$ cat src/rtl/car_pkg.sv
// Shared definitions for the car broadcaster: default geometry, orientation
// encodings, FSM states and the coordinate shown for empty slots.
package car_pkg;

  localparam int NUM_CARS = 12;
  localparam int STEP     = 2;
  localparam int SCREEN_W = 640;
  localparam int SCREEN_H = 480;

  // Coordinate value presented for a slot that holds no car
  localparam logic [9:0] INACTIVE_COORD = 10'd1023;

  typedef enum logic [1:0] {
    ORIENT_POS_X = 2'd0,
    ORIENT_POS_Y = 2'd1,
    ORIENT_NEG_X = 2'd2,
    ORIENT_NEG_Y = 2'd3
  } orientT;

  typedef enum logic {
    BCAST  = 1'b0,
    UPDATE = 1'b1
  } fsmStateT;

endpackage

$ cat src/rtl/car_step.sv
// Combinational next-position calculation for one car, moving STEP pixels
// along its orientation and wrapping around the screen edges.
module car_step #(
  parameter int STEP     = car_pkg::STEP,
  parameter int SCREEN_W = car_pkg::SCREEN_W,
  parameter int SCREEN_H = car_pkg::SCREEN_H
) (
  input  logic [9:0] x,
  input  logic [9:0] y,
  input  logic [1:0] orient,
  output logic [9:0] xNext,
  output logic [9:0] yNext
);
  import car_pkg::*;

  localparam logic [10:0] STEP11 = 11'(STEP);
  localparam logic [10:0] W11    = 11'(SCREEN_W);
  localparam logic [10:0] H11    = 11'(SCREEN_H);

  logic [10:0] xWide;
  logic [10:0] yWide;
  logic [10:0] xPlus;
  logic [10:0] yPlus;

  assign xWide = {1'b0, x};
  assign yWide = {1'b0, y};
  assign xPlus = xWide + STEP11;
  assign yPlus = yWide + STEP11;

  // Move along the selected axis; the untouched axis passes straight through
  always_comb begin
    xNext = x;
    yNext = y;
    case (orientT'(orient))
      ORIENT_POS_X: xNext = (xPlus >= W11) ? 10'(xPlus - W11) : 10'(xPlus);
      ORIENT_POS_Y: yNext = (yPlus >= H11) ? 10'(yPlus - H11) : 10'(yPlus);
      ORIENT_NEG_X: xNext = (xWide < STEP11) ? 10'(xWide + W11 - STEP11) : 10'(xWide - STEP11);
      ORIENT_NEG_Y: yNext = (yWide < STEP11) ? 10'(yWide + H11 - STEP11) : 10'(yWide - STEP11);
      default: begin
        xNext = x;
        yNext = y;
      end
    endcase
  end

endmodule

$ cat src/rtl/car_broadcaster.sv
// Car slot table that continuously broadcasts one slot per cycle and, on a
// tick, runs a single movement pass over every slot.
// Optional feature: define CAR_BROADCASTER_OVERRUN_EN to add the sticky
// tick_overrun output that flags ticks dropped during a movement pass.
module car_broadcaster #(
  parameter int NUM_CARS = car_pkg::NUM_CARS,
  parameter int STEP     = car_pkg::STEP,
  parameter int SCREEN_W = car_pkg::SCREEN_W,
  parameter int SCREEN_H = car_pkg::SCREEN_H
) (
  input  logic       clk,
  input  logic       rst,
  input  logic       tick,
  input  logic       spawn_valid,
  output logic       spawn_ready,
  input  logic [9:0] spawn_x,
  input  logic [9:0] spawn_y,
  input  logic [1:0] spawn_orient,
  output logic [9:0] carX,
  output logic [9:0] carY,
  output logic [1:0] carOrient,
  output logic [3:0] carIndex,
  output logic       carValid
`ifdef CAR_BROADCASTER_OVERRUN_EN
  ,
  output logic       tick_overrun
`endif
);
  import car_pkg::*;

  localparam logic [3:0] LAST_IDX = 4'(NUM_CARS - 1);

  logic [9:0]          slotX      [NUM_CARS];
  logic [9:0]          slotY      [NUM_CARS];
  logic [1:0]          slotOrient [NUM_CARS];
  logic [NUM_CARS-1:0] slotActive;

  fsmStateT   state;
  fsmStateT   stateNext;
  logic [3:0] idxNext;

  logic       anyFree;
  logic [3:0] freeIdx;
  logic       spawnAccept;
  logic       spawnHit;

  logic [9:0] baseX;
  logic [9:0] baseY;
  logic [1:0] baseOrient;
  logic       baseActive;
  logic [9:0] stepX;
  logic [9:0] stepY;
  logic       moveEn;

  assign spawn_ready = !rst && (state == BCAST) && anyFree;
  assign spawnAccept = spawn_valid && spawn_ready;

  // Find the lowest-numbered empty slot for the next spawn
  always_comb begin
    anyFree = 1'b0;
    freeIdx = '0;
    for (int i = NUM_CARS - 1; i >= 0; i--) begin
      if (!slotActive[i]) begin
        anyFree = 1'b1;
        freeIdx = 4'(i);
      end
    end
  end

  // Sequence the slot index: free-running in BCAST, one full sweep in UPDATE
  always_comb begin
    stateNext = state;
    idxNext   = carIndex;
    case (state)
      BCAST: begin
        if (tick) begin
          stateNext = UPDATE;
          idxNext   = '0;
        end else begin
          idxNext = (carIndex == LAST_IDX) ? 4'd0 : carIndex + 4'd1;
        end
      end
      UPDATE: begin
        if (carIndex == LAST_IDX) begin
          stateNext = BCAST;
          idxNext   = '0;
        end else begin
          idxNext = carIndex + 4'd1;
        end
      end
      default: begin
        stateNext = BCAST;
        idxNext   = '0;
      end
    endcase
  end

  // View of the slot about to be presented, including a spawn landing this cycle
  always_comb begin
    spawnHit   = spawnAccept && (freeIdx == idxNext);
    baseX      = slotX[idxNext];
    baseY      = slotY[idxNext];
    baseOrient = slotOrient[idxNext];
    baseActive = slotActive[idxNext];
    if (spawnHit) begin
      baseX      = spawn_x;
      baseY      = spawn_y;
      baseOrient = spawn_orient;
      baseActive = 1'b1;
    end
    moveEn = (stateNext == UPDATE) && baseActive;
  end

  car_step #(
    .STEP     (STEP),
    .SCREEN_W (SCREEN_W),
    .SCREEN_H (SCREEN_H)
  ) stepUnit (
    .x      (baseX),
    .y      (baseY),
    .orient (baseOrient),
    .xNext  (stepX),
    .yNext  (stepY)
  );

  // Slot table: spawns write the free slot, the movement pass rewrites the swept slot
  always_ff @(posedge clk) begin
    if (rst) begin
      slotActive <= '0;
    end else begin
      if (spawnAccept) begin
        slotX[freeIdx]      <= spawn_x;
        slotY[freeIdx]      <= spawn_y;
        slotOrient[freeIdx] <= spawn_orient;
        slotActive[freeIdx] <= 1'b1;
      end
      if (moveEn) begin
        slotX[idxNext] <= stepX;
        slotY[idxNext] <= stepY;
      end
    end
  end

  // FSM state and registered broadcast outputs for the slot being presented
  always_ff @(posedge clk) begin
    if (rst) begin
      state     <= BCAST;
      carIndex  <= '0;
      carX      <= INACTIVE_COORD;
      carY      <= INACTIVE_COORD;
      carOrient <= '0;
      carValid  <= 1'b0;
    end else begin
      state     <= stateNext;
      carIndex  <= idxNext;
      carValid  <= baseActive;
      carX      <= baseActive ? (moveEn ? stepX : baseX) : INACTIVE_COORD;
      carY      <= baseActive ? (moveEn ? stepY : baseY) : INACTIVE_COORD;
      carOrient <= baseActive ? baseOrient : 2'd0;
    end
  end

`ifdef CAR_BROADCASTER_OVERRUN_EN
  // Remember any tick that arrived while a movement pass was already running
  always_ff @(posedge clk) begin
    if (rst) begin
      tick_overrun <= 1'b0;
    end else if (tick && (state == UPDATE)) begin
      tick_overrun <= 1'b1;
    end
  end
`endif

endmodule

$ cat config.mk
export PLATFORM = sky130hd
export DESIGN_NAME = car_broadcaster
export DESIGN_NICKNAME = d
export VERILOG_FILES = /design/src/rtl/car_pkg.sv /design/src/rtl/car_step.sv /design/src/rtl/car_broadcaster.sv
export SDC_FILE = /design/constraint.sdc
export NUM_CORES = 1
export LEC_CHECK = 0
export BUFFER_PORTS_ARGS = -buffer_cell sky130_fd_sc_hd__buf_4
export CORE_MARGIN = 3
export CORE_UTILIZATION = 40
export DETAILED_ROUTE_END_ITERATION = 8
export GPL_TIMING_DRIVEN = 0
export PLACE_DENSITY = 0.53
export SYNTH_ARGS = -nofsm -noshare
export SYNTH_HDL_FRONTEND = slang
export SYNTH_HIERARCHICAL = 1
export SYNTH_SLANG_ARGS = --single-unit
$ cat constraint.sdc
create_clock -name clk -period 7.67 [get_ports clk]
set_clock_uncertainty 0.2 [all_clocks]
set_input_delay 1.9175 -clock clk [delete_from_list [all_inputs] [get_ports clk]]
set_output_delay 1.9175 -clock clk [all_outputs]
set_load 0.02 [all_outputs]
# Word level (Yosys, flattened, before mapping)
# Memories as Yosys holds them, arrays and structs flattened.
# Cells that the tools add are included.
# totals
register_bits,40
mem_bits_rw,264
output_inout_bits,28
rom_bits,0
n_memories,3
word_cells,97
latch_bits,0
inputBits,26
# op_classes
n_div,0
magnitude_cmp,7
n_reduce_logical,9
mul,0
n_shift,0
n_bitwise,3
eq_ne,5
addsub,11
mux,52
# memory_table
name,depth,width,rd,rd_clocked_by_memory_dff,write_ports,line,source
slotX,12,10,1,0,2,car_broadcaster.sv:33,logic [9:0] slotX [NUM_CARS];
slotY,12,10,1,0,2,car_broadcaster.sv:34,logic [9:0] slotY [NUM_CARS];
slotOrient,12,2,1,0,1,car_broadcaster.sv:35,logic [1:0] slotOrient [NUM_CARS];
# ops
operator,count
$mux W10,8
$mux W4,14
$pmux W10 S2,2
$sub A10 B2 Y10 const B,4
$mux W1,23
$add A10 B2 Y11 const B,2
$lt A10 B2 Y1 const B,2
$or A12 B12 Y12,1
$ge A11 B10 Y1 const B,1
$ge A11 B9 Y1 const B,1
$add A10 B10 Y10 const B,1
$add A10 B9 Y10 const B,1
$lt A4 B5 Y1 const B,2
$sub A10 B10 Y10 const B,1
$sub A10 B9 Y10 const B,1
$pmux W4 S2,1
$logic_and A1 B1 Y1,6
$add A4 B1 Y4 const B,1
$bmux W1 S4,1
$demux W1 S4,1
$eq A2 B2 Y1 const B,2
$eq A4 B4 Y1,1
$eq A4 B4 Y1 const B,1
$ge A4 B1 Y1 const B,1
7 further kinds,8

# Logic depth before layout (Yosys ltp)
# Gate-level depths: netlist (run 1).
# depth
depth_word,21
ltp_mapped,23
mapped_depth_nobuf,18

# Hierarchy
# The synthesis (run 1) kept the hierarchy.
# modules_own_cells
module,cells_per_inst,seq_area_each_um2,n_inst,area_per_inst_um2
car_broadcaster,1182,8728.4,1,15568.7
car_step,182,0.0,1,1277.5

# Worst setup path after synthesis (run 1)
# No wires, ideal clock.
# synth_path
path_kind,input port to flip-flop
startpoint,input port tick
endpoint,"memory slotY[0][7], data pin"
slack_ps,1272
t_required_ps,7340
arrival_time_ps,6068
n_path_buf,4
setup_ps,130
path_stages,20
cell_sequence,nor2b_1 -> buf_2 -> nor3_1 -> o211ai_1 -> xnor2_1 -> nand4_1 -> buf_1 -> mux2i_1 -> inv_1 -> buf_6 -> nand2_1 -> o21a_1 -> or2_2 -> ha_1 -> o31ai_4 -> o211ai_4 -> or4_1 -> nand4_1 -> clkbuf_1 -> mux2_2
# synth_rtl
element,line,source
from (decl),car_broadcaster.sv:13,"input logic tick,"
to (decl),car_broadcaster.sv:34,

# Worst setup path in the final report (run 1)
# layout_path
startpoint,input port tick
endpoint,register carY[9]
# layout_via
elab_chain_len,10
elab_cells_between_ends,29
cone_classes,add/sub (5); order compare (2); eq/ne (3); mux (13); bitwise (1); reduce/logical (3); memory (2)
# layout_rtl
element,line,source
$mux W4 *,car_broadcaster.sv:76,if (tick) begin
$pmux W4 S2 *,car_broadcaster.sv:74,case (state)
branches (longest 2 deep; another with $mem_v2 Z12 W10),--,
$mux W10 *,car_broadcaster.sv:105,if (spawnHit) begin
net baseY[8],car_broadcaster.sv:48,logic [9:0] baseY;
$add A10 B9 Y10 or $add A10 B2 Y11 (tied branches),"car_step.sv:38, car_step.sv:28",
"$sub A10 B2 Y10, or another cell as far along",car_step.sv:38,ORIENT_NEG_Y: yNext = (yWide < STEP11) ? 10'(yWide + H11 - STEP11) : 10'(yWide - STEP11);
$mux W10 (on tied branches),"car_step.sv:38, car_step.sv:36",
$pmux W10 S2 *,car_step.sv:34,case (orientT'(orient))
net stepY[9],car_broadcaster.sv:52,logic [9:0] stepY;
$mux W10 *,car_broadcaster.sv:158,carY <= baseActive ? (moveEn ? stepY : baseY) : INACTIVE_COORD;
to (signal assigned),car_broadcaster.sv:158,
to (decl),car_broadcaster.sv:20,"output logic [9:0] carY,"
# Mark *: on every way through the listed nets, which the timed path passes. The select of a mux whose other input is x is not followed.
# A chain may end at the register's enable or synchronous reset.

==> out/qor.csv, run 1 <==
stage,metric,value,unit
clock_tree,clk slew on worst S/H paths,0.06,ns
power,peak supply drop,0.000113,V
synth,Post-synth EDFFs,264,
synth,"Async S/R FF share, synth",0,
timing,final worst path period share,0.982,
timing,final setup fails,0,
layout,ANT cells,0,
detailed_routing,vias after detailed routing,12278,
placed_design,placer congestion estimate,0.908,
critical_path,Worst EP required,7.88,ns
floorplan,# rows,74,
layout,area delta synth->final,13.8,%
power,Power Density,241,nW/um^2
floorplan,DIE HEIGHT,211,um
timing,Slew @ Worst Pin,1.26,ns
synth,Syn Area/Cell,12.4,sq um
detailed_routing,vias per std cell,6.08,
clock_tree,clk_lat worst skew,0.55,ns
timing,slew margin rel.,0.162,
synth,cell count after synthesis,1364,
synth,leading post-synthesis cells by cell area,"edfxtp_1, mux2_2, dfxtp_1, mux2i_1, a21oi_1",
clock_tree,Num CTS Buffers,37,
synth,Synth Flop Type,edfxtp_1,
detailed_routing,routed wire length,57500,um
flow_run,max_cap viols,0,
clock_tree,CTS Root Cell,clkbuf_16,
clock_tree,Clock H-tree levels,2,
global_routing,Tot GR Track Use,0.256,
synth,syn nets,1396,
timing,Post-Route Setup TNS,0,ns
layout,nets@finish,1493,
detailed_routing,DRC errors left,0,
layout,share of post-route cells with drive strength above 1,0.283,
placed_design,port bufs,52,
clock_tree,CTS Hold Bufs,0,
clock_tree,# clock sinks,304,
floorplan,Ports,54,
floorplan,Total Die Area,44600,sq um
placed_design,DP Worst Slack,-0.840,ns
global_routing,initial antenna violation count,1,
layout,Finished Layout Cells,2020,
clock_tree,maximum buffer depth of the clock tree,3,
timing,RSZ-0062 raised after global routing,false,
timing,Period minus WS final,7.53,ns
power,LEAKAGE,6.72,nW
global_routing,first-pass GRT wire length,83200,um
placed_design,Placed Area,18000,sq um
global_routing,largest net degree at the start of global routing,21,
detailed_routing,1st-iter DRT viols,1347,
timing,"Slew Viols, Final",0,
critical_path,CP arrival,7.74,ns
timing,final worst slack,0.140,ns
floorplan,initial core utilization,0.409,
layout,design area,19200,sq um
synth,Ys Warns,6,
detailed_routing,Pre-antenna DRT Iters,5,
synth,Yosys top cell area share,0.471,
critical_path,Worst Setup End Kind,flop,
critical_path,worst-path fanout max,10,
worst_hold_path,Worst Hold Class,flop to flop,
global_routing,vias in the first global route,12034,
outcome,run status,"complete, no violations",
clock_tree,CTS tree,yes,
global_routing,total gr overflow,0,
floorplan,die width,211,um
placed_design,placed cells,1952,
timing,max frequency,133,MHz
critical_path,critical path class,primary input to flop,
synth,leading area contributor after synthesis,edfxtp_1,
placed_design,DP Wirelength,38900,um
synth,"Seq/Total Area, Yosys",0.518,
critical_path,type of origin of the critical path,primary input,
detailed_routing,WL/cell,28.5,um
synth,cell area after synthesis,16800,sq um
synth,post-synth cell types,84,
floorplan,Core Footprint,41200,sq um
synth,post-synthesis register bit count,304,
timing,final hold vios,0,
layout,utilization after layout,0.465,
detailed_routing,Post-DRT Antenna Nets,0,
==> path summary, 6_finish.rpt <==
| kind | startpoint | end | slack, ns | depth (start not counted) |
|---|---|---|---|---|
| setup / recovery | tick | carY[9] | 0.14 | 17 |
| hold / removal | slotActive[11] | slotActive[11] | 0.32 | 2 |
| setup reg to reg | carIndex[1] | carY[9] | 0.85 | 16 |
| hold reg to reg | slotActive[11] | slotActive[11] | 0.32 | 2 |
==> power by group <==
part	internal (mW)	total, mW	switching [mW]
clock network	0.976	1.67	0.696
logic	0.345	1.10	0.752
registers	1.83	1.84	0.00985
==> cell usage after synthesis (all sizes together), types with 8 or more instances <==
master,count
a211oi,44
a21oi,82
a221o,22
a22oi,28
a32oi,27
and2,8
and3,45
buf,45
clkbuf,96
dfxtp,40
edfxtp,264
inv,47
mux2,245
mux2i,67
nand2,60
nand2b,12
nand3,13
nand4,10
nor2,39
nor3,20
nor4,15
o211ai,24
o21ai,17
xnor2,9
xor2,10
==> sequential cells by signal, indices dropped and copies added, names as in the netlist <==
signal and cells:
slotX 120, slotY 120, state 1, carX 10
carIndex 4, slotOrient 24, slotActive 12, carY 10
carValid 1, carOrient 2
==> through the flow <==
step                hold slack, ns  power (mW)
floorplan                    0.258        2.54
global placement             0.299        2.93
detailed placement           0.305        2.94
CTS                          0.312        4.61
global route                 0.344        4.77
finish                       0.318        4.61
==> layout by cell type, fill, tap and decap left out, drive strengths merged, types with 40 or more instances in the layout <==
cell    netlist  layout
a211oi       44      44
mux2        245     245
clkbuf       96     145
edfxtp      264     264
and3         45      45
nand2        60      60
buf          45     103
a21oi        82      82
mux2i        67      67
inv          47      49
dfxtp        40      40
==> cells by family after synthesis <==
logic type	Yosys count	synth area share
DFF	304	0.518
AOI/OAI and AO/OA	281	0.121
and+or+nand+nor	254	0.0869
adders and majority gates	6	0.00446
xor gates and xnor gates	19	0.0103
buffers and inverters	188	0.0505
muxes	312	0.209
==> worst max-delay path: stages <==
cell and delay, ns:
buf_4 0.11, nor2b_1 0.11, buf_2 0.18, nor3_2 0.52, buf_2 0.37, buf_1 0.73
a21oi_1 0.16, a221o_1 0.33, mux2i_1 0.50, inv_1 0.25, or4_1 0.62, or3_1 0.39
or3_1 0.35, a31oi_2 0.53, clkbuf_2 0.39, nand2_1 0.09, o211ai_1 0.17
==> layer usage <==
metal,up-vias,global-route usage,wire [um]
met5,-,0,13
met4,2,0.0834,1740
met3,93,0.0651,5240
met2,484,0.396,25900
met1,6219,0.353,24600
li1,5480,-,-
==> timing repair <==
item                                    CTS  global route
resized for setup                         5             8
buffers inserted                          0             1
gates cloned                              0             0
pin swaps                                 0             1
endpoints found under the setup margin   40            55
==> area by class of cell <==
type                            count  area (sq um)
Clock buffer                       50           995
Tap cell                          532           666
Timing Repair Buffer               58           463
Inverter                           47           176
Multi-Input combinational cell    872          7330
Clock inverter                     16           130
Fill cell                        3711         22000
Sequential cell                   304          8730
Buffer                            141           684
No activity file was read; power rests on OpenSTA's default activity.
==> run 2, diff against run 1 <==
CELL_PAD_IN_SITES_DETAIL_PLACEMENT = 1   (was not set)
CELL_PAD_IN_SITES_GLOBAL_PLACEMENT = 1   (was not set)
PLACE_DENSITY = 0.63   (was 0.53)
TNS_END_PERCENT = 50   (was not set)
clock period = 9.45 ns   (was 7.67 ns; I/O delays follow)
==> run 2 against run 1 <==
Effect of this change: sequential share of layout area is 0.20 points higher; global-route usage up 1.7 points; cell count down 0.35%; critical path type unchanged.
==> out/qor.csv, run 2 (same netlist as run 1, synthesis figures left out) <==
stage,metric,value,unit,change
critical_path,Worst Setup End Kind,flop,,
critical_path,Critical path buffers and inverters,6,,unchanged
critical_path,R2R depth,20,,+4
timing,Slew @ Worst Pin,1.27,ns,+0.0161 ns
global_routing,vias in the first global route,12800,,+6.4%
detailed_routing,Top Metal Used,met4,,
critical_path,family with the most delay on the worst path,buffers and inverters,,
global_routing,initial antenna violation count,1,,unchanged
floorplan,Core Footprint,41200,sq um,unchanged
floorplan,die width,211,um,unchanged
clock_tree,clk slew on worst S/H paths,0.06,ns,about the same
clock_tree,maximum buffer depth of the clock tree,3,,unchanged
power,Clk pwr share,0.366,,+0.004
layout,Largest regs,"slotX (120), slotY (120), slotOrient (24)",,
timing,final worst path period share,0.888,,
critical_path,FF-to-FF Start,carIndex[1],,
detailed_routing,1st-iter DRT viols,1134,,-16%
detailed_routing,Met1 Wirelength,26000,um,+5.5%
detailed_routing,DRC errors left,0,,unchanged
power,sequential share of power,0.399,,about the same
worst_hold_path,worst hold start,slotActive[11],,
global_routing,Tot GR Track Use,0.273,,+0.0171
clock_tree,Num CTS Buffers,37,,unchanged
power,peak supply drop,0.000104,V,-8.0%
layout,"commonest non-fill, non-tap cell in the layout",edfxtp_1,,
critical_path,critical path class,primary input to flop,,
timing,final hold vios,0,,unchanged
critical_path,Max stage delay on crit path,0.76,ns,+0.03 ns
floorplan,DIE HEIGHT,211,um,unchanged
clock_tree,CTS Hold Bufs,0,,unchanged
floorplan,# rows,74,,unchanged
power,Power Density,196,nW/um^2,-18%
worst_hold_path,Worst Hold Class,flop to flop,,
flow_run,max_cap viols,0,,unchanged
timing,final worst slack,1.06,ns,+0.921 ns
detailed_routing,Pre-antenna DRT Iters,4,,-1
critical_path,type of origin of the critical path,primary input,,
layout,share of post-route cells with drive strength above 1,0.278,,-0.00541
timing,Period minus WS final,8.39,ns,
clock_tree,CTS tree,yes,,
power,Internal,2.56,mW,-19%
global_routing,first-pass GRT wire length,88000,um,+5.8%
global_routing,total gr overflow,0,,unchanged
clock_tree,# clock sinks,304,,unchanged
power,LEAKAGE,6.68,nW,-0.69%
placed_design,DP Worst Slack,0.538,ns,+1.38 ns
clock_tree,Clock H-tree levels,2,,unchanged
timing,"Slew Viols, Final",0,,unchanged
floorplan,Total Die Area,44600,sq um,unchanged
clock_tree,post_cts resized,0,,-5
timing,slew margin rel.,0.152,,-0.0107
floorplan,initial core utilization,0.409,,unchanged
critical_path,CP arrival,8.59,ns,+0.85 ns
worst_hold_path,Worst Hold End,slotActive[11],,
clock_tree,clk_lat worst skew,0.55,ns,about the same
layout,most frequent cells in the layout,"edfxtp_1, mux2_2, clkbuf_1",,
power,sw frac,0.317,,+0.000917
timing,RSZ-0062 raised after global routing,false,,
detailed_routing,Post-DRT Antenna Nets,0,,unchanged
critical_path,r2r setup slk,1.87,ns,+1.02 ns
power,logic gate share of total power,0.235,,-0.003
placed_design,placer congestion estimate,0.861,,-5.2%
critical_path,Worst EP required,9.65,ns,+1.77 ns
clock_tree,CTS Root Cell,clkbuf_16,,
timing,final setup fails,0,,unchanged
critical_path,R2R Path End,slotY[9][7],,
timing,max frequency,119,MHz,
floorplan,Ports,54,,unchanged
critical_path,worst-path fanout max,10,,unchanged
global_routing,largest net degree at the start of global routing,21,,unchanged
detailed_routing,Routed met3 length,3980,um,-24%
layout,nets@finish,1488,,-0.33%
layout,ANT cells,0,,unchanged
critical_path,worst path cell trace,buf_4 > nor2b_1 > buf_2 > nor3_1 > o211ai_1 > xnor2_1 > nand4_1 > buf_1 > mux2i_1 > inv_1 > buf_6 > nand3_1 > nor3_1 > or2_2 > ha_1 > o31ai_4 > o211ai_4 > or4_1 > nand4_1 > clkbuf_1 > mux2_2,,
clock_tree,"Setup Fix Bufs, Post-CTS",0,,unchanged
detailed_routing,routed wire length,61100,um,+6.3%
detailed_routing,vias per std cell,6.17,,+1.5%
detailed_routing,vias after detailed routing,12420,,+1.2%
power,switching power,1.19,mW,-18%
placed_design,DP Wirelength,40700,um,+4.5%
placed_design,port bufs,52,,unchanged
detailed_routing,WL met2,29000,um,+12%
outcome,run status,"complete, no violations",,
critical_path,CP max-delay cell,buf_1,,
layout,area delta synth->final,13.3,%,
worst_hold_path,Hold Crit Depth,2,,unchanged
timing,Post-Route Setup TNS,0,ns,unchanged
detailed_routing,WL/cell,30.4,um,+6.7%
==> run 2: cell count changes in the layout (fill, tap and decap cells not counted), sizes merged <==
cell	change
buf	-5
bufinv	+1
clkbuf	-4
clkdlybuf4s15	-1
clkinv	+3
clkinvlp	+1
inv	-2
==> run 2: how the worst max path moves through the flow <==
stage / from / slack (ns) / cells after the start / endpoint
2_1_floorplan: tick / 2.61 / 20 / slotY[0][7]
3_3_place_gp: tick / 0.65 / 21 / slotY[10][7]
3_5_place_dp: tick / 0.54 / 21 / slotY[0][7]
4_1_cts: tick / 1.08 / 21 / slotY[10][7]
5_1_grt: tick / 0.80 / 21 / slotY[10][7]
6_report: tick / 1.06 / 21 / slotY[9][7]
==> run 2: area by class of cell <==
type	instances	area, sq um
inverter	47	176
buffer	141	674
timing repair buffer	53	418
multi-input combinational	872	7300
sequential	304	8730
clock inverter	19	165
tap	532	666
clock buffer	45	956
fill	4274	22100
==> run 2: per-stage QoR <==
step | utilization | instances | area, sq um | power, mW | hold WS, ns
finish | 0.463 | 2013 | 19100 | 3.75 | 0.326
floorplan | - | 1364 | 16800 | 2.06 | 0.258
CTS | 0.463 | 2013 | 19100 | 3.75 | 0.324
detailed placement | 0.436 | 1949 | 18000 | 2.39 | 0.309
global route | 0.463 | 2013 | 19100 | 3.87 | 0.360
global placement | 0.434 | 1948 | 17900 | 2.37 | 0.300
==> run 2: power by group through the flow <==
| stage | Sequential, mW | Clock (mW) | Combinational (mW) |
|---|---|---|---|
| after floorplan | 1.54 | 0 | 0.525 |
| after global placement | 1.52 | 0 | 0.844 |
| after detailed placement | 1.53 | 0 | 0.860 |
| after CTS | 1.50 | 1.39 | 0.865 |
| after global routing | 1.50 | 1.44 | 0.937 |
| final | 1.50 | 1.37 | 0.881 |
==> run 2: metal layers <==
| metal | vias to the layer above | track usage |
|---|---|---|
| met5 | - | 0 |
| met4 | 0 | 0.0979 |
| met3 | 120 | 0.0515 |
| met2 | 421 | 0.452 |
| met1 | 6444 | 0.360 |
| li1 | 5435 | - |
==> run 2: tightest hold or removal path, stage by stage, from the launching register on <==
cell and delay, ns:
dfxtp_1 0.36, inv_1 0.07, a21oi_1 0.05
==> run 3, diff against run 2 <==
CORE_UTILIZATION = 50   (was 40)
PLACE_DENSITY = 0.76   (was 0.63)
RECOVER_POWER = 25   (was not set)
==> run 3 against run 2 <==
Effect of this change: combinational power decreased by 0.8%; the flow now finishes with violations (capacitance limit, slew limit); worst setup slack got worse by 0.0092 ns; cell area decreased by 0.96%.
==> out/qor.csv, run 3 (same netlist as run 1, synthesis figures left out) <==
stage,metric,value,unit,change
critical_path,family with the most delay on the worst path,compound AO/OA/AOI/OAI gates,,
layout,"commonest non-fill, non-tap cell in the layout",edfxtp_1,,
timing,Post-Route Setup TNS,0,ns,unchanged
layout,design area,18900,sq um,-0.96%
detailed_routing,WL/cell,29.8,um,-2.0%
clock_tree,post_cts resized,0,,unchanged
clock_tree,CTS Hold Bufs,0,,unchanged
timing,final worst slack,1.05,ns,-0.00916 ns
floorplan,initial core utilization,0.513,,+0.104
timing,RSZ-0062 raised after global routing,false,,
critical_path,Max stage delay on crit path,1.04,ns,+0.28 ns
critical_path,Worst Setup End Kind,flop,,
timing,max frequency,119,MHz,-0.11%
detailed_routing,Post-DRT Antenna Nets,0,,unchanged
critical_path,Worst EP required,9.66,ns,about the same
critical_path,R2R depth,21,,+5.0%
layout,ANT cells,0,,unchanged
power,LEAKAGE,6.61,nW,-1.0%
critical_path,FF-to-FF Start,carIndex[1],,
critical_path,worst path cell trace,clkbuf_1 > nor2b_1 > clkbuf_1 > a211oi_1 > clkbuf_1 > a22oi_1 > a21oi_1 > a221o_1 > mux2i_1 > inv_1 > nand2_1 > o21a_1 > or2_2 > ha_1 > o31ai_4 > o211ai_4 > mux2i_1 > o21ai_0 > clkbuf_1 > nand2_1 > o211ai_1,,
clock_tree,"Setup Fix Bufs, Post-CTS",0,,unchanged
power,power consumption,3.79,mW,+1.2%
clock_tree,maximum buffer depth of the clock tree,3,,unchanged
timing,final hold vios,0,,unchanged
power,Power Density,201,nW/um^2,+2.2%
critical_path,r2r setup slk,2.18,ns,+0.31 ns
detailed_routing,vias after detailed routing,12577,,+1.3%
layout,nets@finish,1487,,-0.067%
timing,slew margin rel.,-0.256,,-0.408
placed_design,port bufs,52,,unchanged
critical_path,worst-path fanout max,10,,unchanged
floorplan,Total Die Area,35900,sq um,-19%
power,peak supply drop,0.000137,V,+31%
clock_tree,CTS Root Cell,clkbuf_16,,
critical_path,critical path class,primary input to flop,,
timing,Period minus WS final,8.40,ns,+0.00916 ns
global_routing,first-pass GRT wire length,83900,um,-4.7%
layout,share of post-route cells with drive strength above 1,0.255,,-0.0230
placed_design,DP Wirelength,39000,um,-4.1%
detailed_routing,vias per std cell,6.54,,+6.0%
global_routing,total gr overflow,0,,unchanged
timing,final worst path period share,0.889,,+0.000969
global_routing,vias in the first global route,12862,,+0.48%
layout,area delta synth->final,12.2,%,
global_routing,Tot GR Track Use,0.316,,+0.0427
clock_tree,# clock sinks,304,,unchanged
critical_path,cell mode on critical path,clkbuf_1,,
global_routing,largest net degree at the start of global routing,21,,unchanged
floorplan,die width,190,um,-10%
layout,# fillers,3423,,-20%
outcome,failing checks,"capacitance limit, slew limit",,
worst_hold_path,worst hold start,slotActive[9],,
worst_hold_path,Worst Hold End,slotActive[9],,
timing,final hold slack,0.333,ns,+0.00709 ns
critical_path,R2R Path End,carY[6],,
placed_design,DP Worst Slack,0.614,ns,+0.0761 ns
floorplan,Ports,54,,unchanged
critical_path,CP arrival,8.60,ns,about the same
clock_tree,CTS tree,yes,,
clock_tree,clk_lat worst skew,0.52,ns,-0.03 ns
clock_tree,clk slew on worst S/H paths,0.06,ns,about the same
worst_hold_path,Hold Crit Depth,2,,unchanged
worst_hold_path,Worst Hold Class,flop to flop,,
layout,Largest regs,"slotX (120), slotY (120), slotOrient (24)",,
outcome,run status,"complete, but fails checks",,
timing,Slew @ Worst Pin,1.88,ns,+0.612 ns
placed_design,placer congestion estimate,0.884,,+2.7%
detailed_routing,routed wire length,57200,um,-6.4%
flow_run,max_cap viols,2,,+2
timing,final setup fails,0,,unchanged
floorplan,# rows,66,,-11%
critical_path,Critical path buffers and inverters,5,,-1
placed_design,Placed Area,17800,sq um,-0.68%
timing,"Slew Viols, Final",31,,+31
floorplan,Core Footprint,32900,sq um,-20%
detailed_routing,1st-iter DRT viols,1244,,+9.7%
clock_tree,Clock H-tree levels,2,,unchanged
critical_path,CP max-delay cell,a211oi_1,,
floorplan,DIE HEIGHT,190,um,-10%
clock_tree,Num CTS Buffers,35,,-5.4%
global_routing,initial antenna violation count,0,,-1
critical_path,type of origin of the critical path,primary input,,
detailed_routing,DRC errors left,0,,unchanged
layout,most frequent cells in the layout,"edfxtp_1, mux2_2, clkbuf_1",,
detailed_routing,Pre-antenna DRT Iters,5,,+1
[run 3: cell count changes in the layout (fill, tap and decap cells not counted), sizes merged]
cell / delta
clkinv: -7
clkbuf: +44
clkinvlp: -2
buf: -35
[run 3: through the flow]
step                std cells  utilization
finish                   1923        0.575
detailed placement       1860        0.543
CTS                      1923        0.579
global route             1923        0.575
global placement         1858        0.541
floorplan                1364            -
[run 3: how the worst max path moves through the flow]
| stage | slack, ns | depth (start not counted) | startpoint | end |
|---|---|---|---|---|
| 2_1_floorplan | 2.61 | 20 | tick | slotY[0][7] |
| 3_3_place_gp | 0.81 | 22 | tick | carY[6] |
| 3_5_place_dp | 0.61 | 20 | tick | slotY[10][7] |
| 4_1_cts | 1.09 | 20 | tick | slotY[4][7] |
| 5_1_grt | 0.55 | 20 | tick | slotY[2][6] |
| 6_report | 1.05 | 21 | tick | carY[6] |
[run 3: per-layer routing]
| metal | GRT usage | up-vias | part of all wire |
|---|---|---|---|
| li1 | - | 5429 | - |
| met1 | 0.420 | 6423 | 0.41 |
| met2 | 0.515 | 612 | 0.47 |
| met3 | 0.0728 | 113 | 0.093 |
| met4 | 0.102 | 0 | 0.031 |
| met5 | 0 | - | 0 |
[run 3: worst min-delay path, stage by stage, from the launching register on]
cell and delay [ns]:
dfxtp_1 0.36, inv_1 0.07, a21oi_1 0.05
[run 3: area by class of cell]
cell class / instances / area (sq um) / share of cell area
clock buffers: 53 / 1090 / 0.0575
well taps: 442 / 553 / 0.0293
multi-input cells: 872 / 7280 / 0.385
plain buffers: 141 / 669 / 0.0354
flip-flops and latches: 304 / 8730 / 0.462
repair buffers: 54 / 285 / 0.0151
inverters: 47 / 176 / 0.00933
clock inverters: 10 / 125 / 0.00662
[run 3: power by group]
group          internal (mW)  switching, mW
clock                  0.874          0.549
combinational          0.263          0.611
sequential              1.49        0.00884
total                   2.63           1.17
